## config.mk

```make
export PLATFORM = sky130hd
export DESIGN_NAME = prng_xorshift_core
export DESIGN_NICKNAME = d
export VERILOG_FILES = /design/src/rtl/prng_xorshift_core.sv
export SDC_FILE = /design/constraint.sdc
export NUM_CORES = 1
export LEC_CHECK = 0
export BUFFER_PORTS_ARGS = -buffer_cell sky130_fd_sc_hd__buf_2
export CAP_MARGIN = 20
export CORE_MARGIN = 5
export CORE_UTILIZATION = 61
export CTS_CLUSTER_DIAMETER = 60
export DETAILED_ROUTE_END_ITERATION = 8
export PLACE_DENSITY = 0.8
export SLEW_MARGIN = 20
export SYNTH_ARGS = -nofsm -noshare
export SYNTH_HDL_FRONTEND = slang
export SYNTH_SLANG_ARGS = --single-unit
```

## constraint.sdc

```tcl
create_clock -name clk -period 2.37 [get_ports clk]
set_clock_uncertainty 0.15 [all_clocks]
set_input_delay 0 -clock clk [delete_from_list [all_inputs] [get_ports clk]]
set_output_delay 0 -clock clk [all_outputs]
set_load 0.1 [all_outputs]
```

## src/rtl/prng_xorshift_core.sv

```systemverilog
// Byte-serial xorshift32 random number generator with a little-endian 4-byte
// reseed port and a valid/ready output handshake.
module prng_xorshift_core #(
  parameter logic [31:0] DEFAULT_SEED = 32'h2545_F491
) (
  input  logic       clk,
  input  logic       rst,
  input  logic       ena,
  input  logic [7:0] seed_in,
  input  logic       seed_valid,
  output logic [7:0] rnd_data,
  output logic       rnd_valid,
  input  logic       rnd_ready,
  output logic       loading
);

  typedef enum logic {
    ST_RUN  = 1'b0,
    ST_LOAD = 1'b1
  } state_t;

  state_t      r_state;
  logic [31:0] r_x;
  logic [1:0]  r_idx;
  logic [31:0] r_sh;
  logic [1:0]  r_cnt;
  logic [7:0]  r_rnd_data;
  logic        r_rnd_valid;

  logic [31:0] w_x1;
  logic [31:0] w_x2;
  logic [31:0] w_x_next;
  logic [31:0] w_word;
  logic [7:0]  w_byte;
  logic        w_slot_free;

  // Xorshift32 step (13, 17, 5); shifted-out bits are simply dropped.
  assign w_x1     = r_x ^ (r_x << 13);
  assign w_x2     = w_x1 ^ (w_x1 >> 17);
  assign w_x_next = w_x2 ^ (w_x2 << 5);

  // Seed bytes arrive LSB first, so each new byte enters at the top.
  assign w_word      = {seed_in, r_sh[31:8]};
  assign w_byte      = r_x[{r_idx, 3'b000} +: 8];
  assign w_slot_free = !r_rnd_valid || rnd_ready;

  always_ff @(posedge clk or posedge rst) begin
    if (rst) begin
      r_state     <= ST_RUN;
      r_x         <= DEFAULT_SEED;
      r_idx       <= 2'd0;
      r_sh        <= 32'd0;
      r_cnt       <= 2'd0;
      r_rnd_data  <= 8'h00;
      r_rnd_valid <= 1'b0;
    end else if (ena) begin
      // NOTE: non-blocking assignments so every register samples the
      // pre-edge values of the others, regardless of statement order.
      if (seed_valid) begin
        // A seed byte always wins; any pending output byte is dropped.
        r_sh        <= w_word;
        r_rnd_valid <= 1'b0;
        if (r_cnt == 2'd3) begin
          r_x     <= (w_word == 32'd0) ? DEFAULT_SEED : w_word;
          r_idx   <= 2'd0;
          r_cnt   <= 2'd0;
          r_state <= ST_RUN;
        end else begin
          r_cnt   <= r_cnt + 2'd1;
          r_state <= ST_LOAD;
        end
      end else if (r_state == ST_RUN && w_slot_free) begin
        r_rnd_data  <= w_byte;
        r_rnd_valid <= 1'b1;
        r_idx       <= r_idx + 2'd1;
        if (r_idx == 2'd3) begin
          r_x <= w_x_next;
        end
      end
    end
  end

  assign rnd_data  = r_rnd_data;
  assign rnd_valid = r_rnd_valid;
  assign loading   = (r_state == ST_LOAD);

endmodule
```

==> results of run 1 <==
critical path: stages (launching register included):
cell	delay (ns)
dfrtp_1	0.37
ha_1	0.20
mux2_2	0.17
and2_1	0.54
o21ai_2	0.10
buf_4	0.23
a21boi_1	0.16
o311ai_1	0.11
final timing paths:
| kind | start | to | slack, ns | depth (start not counted) |
|---|---|---|---|---|
| worst max-delay path | r_cnt[0] | r_x[19] | 0.22 | 7 |
| worst min-delay path | rst | r_sh[10] | 0.05 | 3 |
| worst max register to register | r_cnt[0] | r_x[19] | 0.22 | 7 |
| worst min register to register | rnd_data[4] | rnd_data[4] | 0.35 | 1 |
| max in group asynchronous | rst | r_x[22] | 1.32 | 4 |
| min in group clk | seed_valid | r_idx[1] | 0.13 | 3 |
stage by stage:
stage          util [%]  worst slack, ns  std cells  hold slack (ns)  cell area (um2)
3_5_place_dp       65.0            0.240        456           -0.118             4370
4_1_cts            69.5            0.244        482           0.0517             4670
2_1_floorplan         -           0.0114        369          -0.0598             4170
3_3_place_gp       65.0            0.282        456           -0.121             4370
5_1_grt            69.5           0.0164        482           0.0942             4670
6_report           69.5            0.217        482           0.0481             4670
power by group through the flow:
stage                     combinational [mW]  clock (mW)  sequential (mW)
after detailed placement                4.24           0             2.44
after CTS                               4.31       0.994             2.42
after global placement                  4.17           0             2.41
after floorplan                         3.08           0             2.67
final                                   4.34       0.973             2.45
after global routing                    4.65        1.05             2.50
state kept, by name (all words and copies together), names as in the netlist:
signal     flops
rnd_data       8
loading        1
r_cnt          2
r_idx          2
r_x           32
r_sh          24
rnd_valid      1
logic make-up (layout without fill, tap and decap cells):
family,count (synthesis),count (layout),share of synthesized area (%)
compound gates,79,79,13.9
mux,49,49,15.2
buf+inv,37,70,3.96
flops,70,70,42.4
simple gates,77,77,9.33
fa+ha+maj,2,2,0.600
xor+xnor,55,55,14.5
Yosys cell counts (3+ instances only):
| library cell | n | area, um2 |
|---|---|---|
| dfrtp_1 | 56 | 1400 |
| xnor2_1 | 38 | 333 |
| mux2_2 | 32 | 360 |
| nor2_1 | 22 | 82.6 |
| clkbuf_1 | 15 | 56.3 |
| dfstp_2 | 14 | 368 |
| o21ai_1 | 14 | 70.1 |
| nand2_1 | 13 | 48.8 |
| a21oi_1 | 11 | 55.1 |
| buf_2 | 11 | 55.1 |
| nor4_1 | 9 | 56.3 |
| a22oi_1 | 8 | 60.1 |
| mux2i_1 | 8 | 80.1 |
| xor2_1 | 8 | 70.1 |
| mux4_2 | 7 | 158 |
| o221a_1 | 7 | 78.8 |
| inv_1 | 6 | 22.5 |
| nand3_1 | 6 | 30.0 |
| nor3_1 | 6 | 30.0 |
| o21ai_0 | 6 | 30.0 |
| a221o_1 | 5 | 50.1 |
| o21bai_1 | 4 | 30.0 |
| xnor3_1 | 4 | 90.1 |
| a21o_1 | 3 | 22.5 |
| a311oi_1 | 3 | 26.3 |
| and3_1 | 3 | 18.8 |
| nor2b_1 | 3 | 18.8 |
| or3_1 | 3 | 18.8 |
per-layer routing:
metal / vias up / routed length [um] / track usage, %
met2: 159 / 5200 / 43.0
met4: 0 / 418 / 13.4
li1: 1401 / - / -
met3: 29 / 824 / 6.34
met1: 1580 / 4310 / 35.0
met5: - / 0 / 0
layout make-up:
type	count	share of cell area, %
Sequential cell	70	37.9
Clock inverter	7	1.58
Inverter	6	0.483
Clock buffer	9	2.65
Tap cell	80	2.14
Multi-Input combinational cell	262	47.9
Timing Repair Buffer	48	7.35
repair_timing:
item	CTS	global route
resized for setup	0	0
endpoints found under the hold margin	78	0
hold buffers	10	0
==> flow_summary.toml, run 1 <==
[outcome]
status = "finished clean"

[worst_setup_path]
required_ns = 2.43
end_kind = "flip-flop"
crit_path_max_fanout = 19
arrival_ns = 2.21
crit_type = "reg2reg"
cp-start-kind = "flip-flop"

[global_route]
gr-usage-all-layers_pct = 27.1
grt_pass1_vias = 3216
grt_start_max_net_pins = 56
grt_pass1_wl_mm = 17.5
antenna_found_initial = 0
overflow = 0

[route]
wl_per_cell_um = 22.3
num_vias = 3169
drtIter0Drc = 411
ant_nets = 0
drt_wl_total_mm = 10.7
viasPerCell = 6.57
dr.pass1.iters = 5
detail_route.drc_violations = 0

[clocking]
clk_pin_slew_ns = 0.08
cts_buffer_depth = 2
cts_tree = "done"
cts-root-buf = "clkbuf_8"
cts_sinks = 70
cts_buffers = 9
clk_latency_ns = 0.35
h-tree-depth = 3
post-cts-setup-buffer-count = 0

[synth]
ys_ff_latch = 70
synth_edf_count = 0
yosys_most_used_dff = "dfrtp_1"
synth_fp_nets = 384
synthArstFlopShare_pct = 100
syn_inst = 369
yosysWarningCount = 0
netlist_area_mm2 = 0.00417
ys_types = 61
ys_seq_area_share_pct = 42.4
synth.avg_cell_area_um2 = 11.3

[pwr]
power_mw = 7.76
switching_share_pct = 45.4
power_frac_comb_pct = 55.9
seqPwrFrac_pct = 31.6
power.share.clock_pct = 12.5
ir_worst_vdd_v = 0.000662
leakagePower_nw = 1.95
p_sw_mw = 3.53
power.internal_mw = 4.24
powerDensity_mw_per_mm2 = 1660

[hold_path]
hold_class = "in2async"

[finish]
final_common_cell = "dfrtp_1"
area_growth_pct = 11.9
seqCellArea_mm2 = 0.00177
drive_gt1_share_pct = 29.1
multi_input_area_mm2 = 0.00223
final.fill_count = 498
layout_common_cells = "56 x dfrtp_1, 38 x xnor2_1, 32 x mux2_2"
nNetsFinal = 412
num_antenna_cells = 0

[sta]
finalSetupViolations = 0
worst_pin_slew_ns = 0.763
finalHoldViolCount = 0
fmax_ghz = 0.465
drv_slew = 0
final.min_clock_period_ns = 2.15
timing.final.crit_share_pct = 90.8
tns_ns = 0
maxSlewHeadroom_pct = 48.8
rsz0062_at_grt = "false"

[floorplan]
die-width_um = 92.7
fp.coreArea_mm2 = 0.00672
pin_count = 23
initial_core_util_pct = 62.0
rows = 30
die_h_um = 92.7
die_area_mm2 = 0.00859

[flow_run]
cap_violations = 0

[place]
io_buffers = 22
routabilityCongestion = 0.955
dpl.hpwl_mm = 7.56
(Power assumes the default switching activity.)
==> run 2, diff against run 1 <==
--- a/config.mk
+++ b/config.mk
@@ -8,10 +8,9 @@
 export BUFFER_PORTS_ARGS = -buffer_cell sky130_fd_sc_hd__buf_2
 export CAP_MARGIN = 20
 export CORE_MARGIN = 5
-export CORE_UTILIZATION = 61
+export CORE_UTILIZATION = 35
 export CTS_CLUSTER_DIAMETER = 60
 export DETAILED_ROUTE_END_ITERATION = 8
-export PLACE_DENSITY = 0.8
 export SLEW_MARGIN = 20
 export SYNTH_ARGS = -nofsm -noshare
 export SYNTH_HDL_FRONTEND = slang
==> flow_summary.toml, run 2 (synthesis results as in run 1) <==
[pwr]
seqPwrFrac_pct = 30.2
ir_worst_vdd_v = 0.000477
switching_share_pct = 43.1
power_frac_comb_pct = 52.9
power.share.clock_pct = 16.9
p_sw_mw = 3.47
power.internal_mw = 4.57
leakagePower_nw = 2.01
powerDensity_mw_per_mm2 = 1650

[global_route]
overflow = 0
antenna_found_initial = 0
grt_pass1_vias = 3167
grt_start_max_net_pins = 33
grt_pass1_wl_mm = 18.2
gr-usage-all-layers_pct = 16.4

[finish]
num_antenna_cells = 0
layout_common_cells = "56 x dfrtp_1, 38 x xnor2_1, 32 x mux2_2"
drive_gt1_share_pct = 29.7
final_common_cell = "dfrtp_1"
largest_register_ffs = 32
regMostFlops = "r_x"
area_growth_pct = 16.9
postLayoutCellArea_mm2 = 0.00487
nNetsFinal = 415

[hold_path]
whs_endpoint = "rnd_valid"
hold_class = "in2reg"
hold-path-cell-count = 3
hold_start = "seed_valid"

[place]
place_area_mm2 = 0.00447
io_buffers = 22
dpl.hpwl_mm = 7.98
routabilityCongestion = 0.843

[floorplan]
die-width_um = 119
die_area_mm2 = 0.0142
fp.coreArea_mm2 = 0.0116
pin_count = 23
die_h_um = 119
rows = 39
initial_core_util_pct = 36.0

[worst_setup_path]
crit_type = "reg2reg"
r2r_start = "r_cnt[0]"
cp-start-kind = "flip-flop"
crit_slowest_cell = "dfrtp_1"
path_cells = "ha_1 > mux2_2 > and2_1 > buf_4 > and3_1 > o21bai_1 > o221a_1"
rr_endpoint = "r_x[4]"
arrival_ns = 2.30
r2r_slack_ns = 0.19
required_ns = 2.49
crit_path_max_fanout = 8
crit_path_max_incr_delay_ns = 0.40
r2r_cells = 7
end_kind = "flip-flop"

[route]
met1_length_mm = 4.96
dr.max_layer_used = "met4"
route.met3.wl_um = 928
wl_per_cell_um = 20.5
drt_wl_total_mm = 11.2
viasPerCell = 5.77
met2_length_mm = 5.14
dr.pass1.iters = 6
num_vias = 3156
detail_route.drc_violations = 0
ant_nets = 0
drtIter0Drc = 248

[outcome]
status = "finished clean"

[sta]
worst_pin_slew_ns = 0.682
rsz0062_at_grt = "false"
drv_slew = 0
final.min_clock_period_ns = 2.18
finalHoldViolCount = 0
finalSetupViolations = 0
fmax_ghz = 0.458
timing.final.crit_share_pct = 92.1
tns_ns = 0
maxSlewHeadroom_pct = 54.5

[clocking]
cts_buffer_depth = 2
cts_tree = "done"
clk_pin_slew_ns = 0.06
cts-root-buf = "clkbuf_16"
cts_sinks = 70
cts_buffers = 9
clk_latency_ns = 0.33
cts_resized = 0
h-tree-depth = 3

[flow_run]
cap_violations = 0
==> run 2: final cells by class <==
type	instances	area (um2)
Clock buffer	10	239
Clock inverter	5	60.1
Fill cell	1083	6690
Inverter	6	22.5
Multi-Input combinational cell	262	2240
Sequential cell	70	1770
Tap cell	143	179
Timing Repair Buffer	51	365
==> run 2: power by group through the flow <==
| stage | logic (mW) | clock network (mW) | registers (mW) |
|---|---|---|---|
| after floorplan | 3.08 | 0 | 2.67 |
| after global placement | 4.15 | 0 | 2.42 |
| after detailed placement | 4.20 | 0 | 2.43 |
| after CTS | 4.26 | 1.38 | 2.42 |
| after global routing | 4.57 | 1.43 | 2.48 |
| final | 4.26 | 1.36 | 2.43 |
==> run 2: what timing repair did <==
item,4_1_cts,5_1_grt
buffers inserted,0,0
hold buffers,10,0
endpoints found under the hold margin,40,0
==> run 2: critical path, delay by kind of cell, from the launching register on <==
kind,cells,cell delay (ns)
compound gates,2,0.31
mux,1,0.28
flops,1,0.40
simple gates,2,0.48
fa+ha+maj,1,0.24
buf+inv,1,0.25
==> run 2: how the worst max path moves through the flow <==
stage	start	endpoint	cells past startpoint
floorplan	rnd_valid	rnd_data[0]	5
global placement	r_cnt[0]	r_x[16]	6
detailed placement	r_cnt[0]	r_x[16]	6
CTS	r_cnt[0]	r_x[16]	6
global route	r_cnt[0]	r_x[0]	7
finish	r_cnt[0]	r_x[4]	7
==> run 2: metrics by stage <==
step / util (%) / worst slack (ns) / cells / total power [mW] / hold WS (ns)
after floorplan: - / 0.0114 / 369 / 5.75 / -0.0598
after global placement: 38.7 / 0.188 / 522 / 6.56 / -0.0282
after detailed placement: 38.7 / 0.118 / 522 / 6.63 / -0.00466
after CTS: 42.1 / 0.0818 / 547 / 8.05 / 0.0409
after global routing: 42.2 / 0.0869 / 547 / 8.48 / 0.0854
final: 42.2 / 0.188 / 547 / 8.04 / 0.0403
==> run 2: per-layer routing <==
layer,up-vias,track usage (%)
li1,1409,-
met1,1584,23.2
met2,143,25.0
met3,20,4.17
met4,0,4.42
met5,-,0
